<file path="src/rtl/ewb_tagged_if.sv">
`default_nettype none
// +----------------------------------------------------------------------------+
// | Module   : ewb_tagged_if                                                   |
// | Brief    : Enqueue, drain and lookup bundle for the ewb_tagged buffer.     |
// | Revision : 1.0 - initial release                                           |
// +----------------------------------------------------------------------------+
interface ewb_tagged_if #(
    parameter int DATA_W     = 256,
    parameter int ADDR_W     = 27,
    parameter int DEPTH_LOG2 = 2
);
    logic [ADDR_W-1:0]     addr_i;
    logic [DATA_W-1:0]     data_i;
    logic                  valid_i;
    logic                  ready_o;
    logic                  valid_o;
    logic [ADDR_W-1:0]     addr_o;
    logic [DATA_W-1:0]     data_o;
    logic                  yumi_i;
    logic [ADDR_W-1:0]     lkp_addr_i;
    logic                  lkp_hit_o;
    logic [DATA_W-1:0]     lkp_data_o;
    logic [DEPTH_LOG2:0]   count_o;

    modport master (
        output addr_i, data_i, valid_i, yumi_i, lkp_addr_i,
        input  ready_o, valid_o, addr_o, data_o, lkp_hit_o, lkp_data_o, count_o
    );

    modport slave (
        input  addr_i, data_i, valid_i, yumi_i, lkp_addr_i,
        output ready_o, valid_o, addr_o, data_o, lkp_hit_o, lkp_data_o, count_o
    );
endinterface
`default_nettype wire

</file>
<file path="src/rtl/ewb_tagged.sv">
`default_nettype none
// +----------------------------------------------------------------------------+
// | Module   : ewb_tagged                                                      |
// | Brief    : L2 eviction write buffer, FIFO drain with youngest-match lookup.|
// |            Define EWB_COALESCE_EN to merge same-address non-head enqueues. |
// | Revision : 1.0 - initial release                                           |
// +----------------------------------------------------------------------------+
module ewb_tagged #(
    parameter int DATA_W     = 256,
    parameter int ADDR_W     = 27,
    parameter int DEPTH_LOG2 = 2
) (
    input  wire logic        clk,
    input  wire logic        rst_n,
    ewb_tagged_if.slave      bus
);
    localparam int                  c_DEPTH   = 2 ** DEPTH_LOG2;
    localparam logic [DEPTH_LOG2:0] c_PTR_ONE = (DEPTH_LOG2+1)'(1);

    logic [DEPTH_LOG2:0]   r_wr_ptr;
    logic [DEPTH_LOG2:0]   r_rd_ptr;
    logic [ADDR_W-1:0]     r_addr [c_DEPTH];
    logic [DATA_W-1:0]     r_data [c_DEPTH];

    logic [DEPTH_LOG2:0]   w_count;
    logic [DEPTH_LOG2-1:0] w_rd_idx;
    logic [DEPTH_LOG2-1:0] w_wr_idx;
    logic                  w_empty;
    logic                  w_full;
    logic                  w_enq;
    logic                  w_deq;
    logic                  w_alloc;
    logic [DEPTH_LOG2-1:0] w_slot [c_DEPTH];
    logic [c_DEPTH-1:0]    w_occ;
    logic                  w_lkp_hit;
    logic [DATA_W-1:0]     w_lkp_data;

    assign w_rd_idx = r_rd_ptr[DEPTH_LOG2-1:0];
    assign w_wr_idx = r_wr_ptr[DEPTH_LOG2-1:0];
    assign w_count  = r_wr_ptr - r_rd_ptr;
    assign w_empty  = (r_wr_ptr == r_rd_ptr);
    assign w_full   = (w_wr_idx == w_rd_idx) && (r_wr_ptr[DEPTH_LOG2] != r_rd_ptr[DEPTH_LOG2]);
    assign w_enq    = bus.valid_i & ~w_full;
    assign w_deq    = bus.yumi_i & ~w_empty;

    // Slot i holds the entry of age i (0 = head); occupied when age < count.
    for (genvar i = 0; i < c_DEPTH; i++) begin : g_slot
        assign w_slot[i] = w_rd_idx + DEPTH_LOG2'(i);
        assign w_occ[i]  = ((DEPTH_LOG2+1)'(i) < w_count);
    end

    // Scan oldest to youngest so the youngest match is the one left standing.
    always_comb begin
        w_lkp_hit  = 1'b0;
        w_lkp_data = r_data[w_rd_idx];
        for (int i = 0; i < c_DEPTH; i++) begin
            if (w_occ[i] && (r_addr[w_slot[i]] == bus.lkp_addr_i)) begin
                w_lkp_hit  = 1'b1;
                w_lkp_data = r_data[w_slot[i]];
            end
        end
    end

`ifdef EWB_COALESCE_EN
    logic                  w_coal;
    logic [DEPTH_LOG2-1:0] w_coal_idx;

    // Age 0 is skipped: the head may already be mid-transfer downstream.
    always_comb begin
        w_coal     = 1'b0;
        w_coal_idx = w_slot[0];
        for (int i = 1; i < c_DEPTH; i++) begin
            if (w_occ[i] && (r_addr[w_slot[i]] == bus.addr_i)) begin
                w_coal     = 1'b1;
                w_coal_idx = w_slot[i];
            end
        end
    end

    assign w_alloc = w_enq & ~w_coal;
`else
    assign w_alloc = w_enq;
`endif

    always_ff @(posedge clk) begin
        if (w_alloc) begin
            r_addr[w_wr_idx] <= bus.addr_i;
            r_data[w_wr_idx] <= bus.data_i;
        end
`ifdef EWB_COALESCE_EN
        if (w_enq && w_coal) begin
            r_data[w_coal_idx] <= bus.data_i;
        end
`endif
    end

    always_ff @(posedge clk or negedge rst_n) begin
        if (!rst_n) begin
            r_wr_ptr <= '0;
            r_rd_ptr <= '0;
        end else begin
            if (w_alloc) begin
                r_wr_ptr <= r_wr_ptr + c_PTR_ONE;
            end
            if (w_deq) begin
                r_rd_ptr <= r_rd_ptr + c_PTR_ONE;
            end
        end
    end

    assign bus.ready_o    = ~w_full;
    assign bus.valid_o    = ~w_empty;
    assign bus.addr_o     = r_addr[w_rd_idx];
    assign bus.data_o     = r_data[w_rd_idx];
    assign bus.count_o    = w_count;
    assign bus.lkp_hit_o  = w_lkp_hit;
    assign bus.lkp_data_o = w_lkp_data;
endmodule
`default_nettype wire

</file>
<file path="src/flat_wrapper.sv">
// flat-port wrapper written by rule: the top's interface ports become plain ports
module ewb_tagged_flat 
#(
    parameter int DATA_W     = 256,
    parameter int ADDR_W     = 27,
    parameter int DEPTH_LOG2 = 2
)
  (clk, rst_n, bus_addr_i, bus_data_i, bus_valid_i, bus_yumi_i, bus_lkp_addr_i, bus_ready_o, bus_valid_o, bus_addr_o, bus_data_o, bus_lkp_hit_o, bus_lkp_data_o, bus_count_o);
  ewb_tagged_if #(.DATA_W(DATA_W), .ADDR_W(ADDR_W), .DEPTH_LOG2(DEPTH_LOG2)) bus_i ();
  input  wire logic clk;
  input  wire logic rst_n;
  input wire logic [$bits(bus_i.addr_i)-1:0] bus_addr_i;
  input wire logic [$bits(bus_i.data_i)-1:0] bus_data_i;
  input wire logic [$bits(bus_i.valid_i)-1:0] bus_valid_i;
  input wire logic [$bits(bus_i.yumi_i)-1:0] bus_yumi_i;
  input wire logic [$bits(bus_i.lkp_addr_i)-1:0] bus_lkp_addr_i;
  output wire logic [$bits(bus_i.ready_o)-1:0] bus_ready_o;
  output wire logic [$bits(bus_i.valid_o)-1:0] bus_valid_o;
  output wire logic [$bits(bus_i.addr_o)-1:0] bus_addr_o;
  output wire logic [$bits(bus_i.data_o)-1:0] bus_data_o;
  output wire logic [$bits(bus_i.lkp_hit_o)-1:0] bus_lkp_hit_o;
  output wire logic [$bits(bus_i.lkp_data_o)-1:0] bus_lkp_data_o;
  output wire logic [$bits(bus_i.count_o)-1:0] bus_count_o;
  assign bus_i.addr_i = bus_addr_i;
  assign bus_i.data_i = bus_data_i;
  assign bus_i.valid_i = bus_valid_i;
  assign bus_i.yumi_i = bus_yumi_i;
  assign bus_i.lkp_addr_i = bus_lkp_addr_i;
  assign bus_ready_o = bus_i.ready_o;
  assign bus_valid_o = bus_i.valid_o;
  assign bus_addr_o = bus_i.addr_o;
  assign bus_data_o = bus_i.data_o;
  assign bus_lkp_hit_o = bus_i.lkp_hit_o;
  assign bus_lkp_data_o = bus_i.lkp_data_o;
  assign bus_count_o = bus_i.count_o;
  ewb_tagged #(.DATA_W(DATA_W), .ADDR_W(ADDR_W), .DEPTH_LOG2(DEPTH_LOG2)) u_core (.clk(clk), .rst_n(rst_n), .bus(bus_i));
endmodule
</file>
<file path="config.mk">
export PLATFORM = sky130hd
export DESIGN_NAME = ewb_tagged_flat
export DESIGN_NICKNAME = d
export VERILOG_FILES = /design/src/rtl/ewb_tagged_if.sv /design/src/rtl/ewb_tagged.sv /design/src/flat_wrapper.sv
export SDC_FILE = /design/constraint.sdc
export NUM_CORES = 2
export LEC_CHECK = 0
export CAP_MARGIN = 15
export CORE_ASPECT_RATIO = 0.8
export CORE_MARGIN = 1.5
export CORE_UTILIZATION = 35
export CTS_CLUSTER_SIZE = 40
export DETAILED_ROUTE_END_ITERATION = 12
export GPL_ROUTABILITY_DRIVEN = 0
export PLACE_DENSITY_LB_ADDON = 0.15
export SLEW_MARGIN = 0
export SYNTH_ARGS = -nofsm -noshare
export SYNTH_HDL_FRONTEND = slang
export SYNTH_SLANG_ARGS = --single-unit
</file>
<file path="constraint.sdc">
create_clock -name clk -period 25.6 [get_ports clk]
set_input_delay 5.12 -clock clk [delete_from_list [all_inputs] [get_ports clk]]
set_output_delay 5.12 -clock clk [all_outputs]
set_load 0.03 [all_outputs]
</file>
==> results.toml <==
[die]
ioPinCount = 859
row_count = 150
die_width_um = 518
die_h_um = 415
core_mm2 = 0.210
dieArea_mm2 = 0.215
initial_core_util_pct = 35.4

[setup_path]
worst_path_max_delay_cell = "buf_4"
crit_type = "input port to primary output"
cp_top_family = "buffers and inverters"
end_kind = "primary output"
max_stage_delay_ps = 850
reg2reg_slack_ps = 19800
critPathArrivalTime_ps = 12130
cpMostUsedCell = "buf_4"
cp_cell_sequence = "clkdlybuf4s50_1, a2bb2oi_1, a31oi_1, or4_1, nor4_4, buf_4, and2_4, buf_4, buf_4, buf_4, a211oi_2, o31ai_2, clkdlybuf4s50_1"
worstReg2RegEnd = "u_core.r_data[3][237]$_DFFE_PP_"
startpoint_type = "input port"
worst-path-buf-inv = 6
path_max_fanout = 55
critical_path_required_ps = 20480
r2r_start = "u_core.r_rd_ptr[1]$_DFFE_PN0P_"
r2r_cells = 8

[final_layout]
nNetsFinal = 5237
layout_commonest_cell = "edfxtp_1"
layout-drive-gt1-share_pct = 36.6
area_growth_pct = 19.9
layout_common_cells = "edfxtp_1 (1132), mux4_2 (1109), clkdlybuf4s50_1 (858)"

[logic_synthesis]
synth-seq-area-share_pct = 46.1
synth_edf_count = 1132
syn_inst = 4305
yosys_warnings = 0
syn-num-nets = 4627
async_flop_share_pct = 0.527
synth.distinct_cells = 57
synthTopCellsByArea = "edfxtp_1 (46%), mux4_2 (34%), o31ai_2 (3.8%), a211oi_2 (3.4%), a21boi_0 (1.7%)"
synth_top_flop_cell = "edfxtp_1"
syn-cell-area_mm2 = 0.0741
yosys.area.top_type = "edfxtp_1"
ys_ff_latch = 1138
syn_area_per_cell_um2 = 17.2
netlist.area_leader.share_pct = 45.9

[cts]
insertion_delay_ps = 770
clk_pin_slew_ps = 60
clockBufferDepth = 3
cts_buffers = 136
cts_setup_buffers = 0
postCtsResizedCells = 0
cts_root_buf = "clkbuf_16"
h-tree-depth = 4
cts.sinks = 1138
holdBufCountCts = 0
cts_tree = "built"

[drt]
first_pass_iters = 5
ant_nets = 0
drt_iter0_drc = 4305
wl_per_cell_um = 29.3
vias_per_cell = 6.05
num_vias = 47500
drt_wl_total_um = 230000
drcViolationCount = 0

[global_route]
met1_usage_pct = 28.0
use_met2_pct = 34.1
grt_pass1_wl_um = 338000
antenna_found_initial = 51
grt-busiest-layer = "met2"
grtUsageMet3_pct = 4.76
grt_max_degree = 145
grt_pass1_vias = 46600
grt.overflow.total = 0
grt.total_usage_pct = 21.0

[sta]
period_share_pct = 67.4
tightest_slew_ps = 1230
grt_setup_unrepaired = "false"
hold_viol = 0
skew_ps = 31.4
hold-worst-slack_ps = 498
finalMaxSlewViolations = 0
finalSetupViolCount = 0
setup_tns_ps = 0
period_needed_ps = 17250
slew_headroom_pct = 18.0
layout_setup_ws_ps = 8350
clock.fmax_mhz = 58.0

[power_and_ir_drop]
irDropWorstVdd_v = 0.000141
p_leak_nw = 27.0
powerDensity_mw_per_mm2 = 149

[hold_path]
min_path_type = "register to register"
min_to = "u_core.r_wr_ptr[2]$_DFFE_PN0P_"
hp-start = "u_core.r_wr_ptr[2]$_DFFE_PN0P_"
hold_path_depth = 1

[run]
maxCapViolations = 0

[placed_design]
hpwl_um = 148000
io_buffers = 858
place_ws_ps = 8300

[run_status]
status = "finished clean"
[metrics by stage]
step	cell area, um2	utilization, %	total power [mW]	cells
2_1_floorplan	74100	-	8.93	4305
3_3_place_gp	84300	40.2	11.4	7589
3_5_place_dp	84300	40.2	11.4	7589
4_1_cts	88900	42.4	13.4	7834
5_1_grt	88900	42.4	13.9	7852
6_report	88900	42.4	13.2	7855
[cell type report]
class	count	area, um2
tap	2812	3520
timing repair buffer	944	9350
antenna	21	52.6
inverter	11	41.3
multi-input combinational	2684	37300
fill	18600	121000
clock inverter	80	951
clock buffer	165	3550
sequential	1138	34200
[Yosys cell counts, types with 31 or more instances]
cell type	count
edfxtp_1	1132
mux4_2	1109
nand2_1	263
nor2_1	263
o31ai_2	225
a211oi_2	200
clkbuf_1	170
a21boi_0	169
buf_2	166
a21boi_1	87
xnor2_1	70
buf_4	61
a211oi_1	58
mux2i_1	57
buf_1	33
xor2_1	33
o31ai_1	31
[power breakdown]
group          switching (mW)  total, mW  internal, mW
logic                    4.40       8.40          4.00
registers               0.319       2.86          2.54
clock network           0.812       1.97          1.16
total                    5.53       13.2          7.70
[worst max-delay path by stage]
stage / start / slack (ps) / cells after the start / endpoint
6_report: bus_lkp_addr_i[3] / 8350 / 13 / bus_lkp_data_o[247]
5_1_grt: bus_lkp_addr_i[12] / 8120 / 13 / bus_lkp_data_o[247]
4_1_cts: bus_lkp_addr_i[3] / 8300 / 13 / bus_lkp_data_o[18]
3_5_place_dp: bus_lkp_addr_i[3] / 8300 / 13 / bus_lkp_data_o[18]
3_3_place_gp: bus_lkp_addr_i[12] / 8360 / 13 / bus_lkp_data_o[247]
2_1_floorplan: bus_lkp_addr_i[12] / 12580 / 11 / bus_lkp_data_o[37]
[worst reg2reg max path, stage by stage, from the launching register on]
cell,delay [ps]
dfrtp_4,840
buf_4,700
inv_1,110
ha_1,330
nand3b_1,190
and3_4,870
buf_4,780
buf_4,810
buf_4,730
[logic make-up after synthesis]
family | synth area share (%)
flops | 46.1
simple gates | 3.15
buf+inv | 3.70
xor+xnor | 1.22
fa+ha+maj | 0.145
mux | 34.6
compound gates | 11.2
[sequential cells by signal, indices dropped and copies added (netlist names)]
register / cells
u_core.r_data: 1024
u_core.r_rd_ptr: 3
u_core.r_addr: 108
u_core.r_wr_ptr: 3
[per-layer routing]
metal  up-vias  part of all wire (%)
met3       304                   6.8
met1     25600                    41
met5         -                  0.10
met2      1723                    49
met4        34                   2.7
li1      19900                     -
Note: power is estimated with default switching activity, not from simulation.
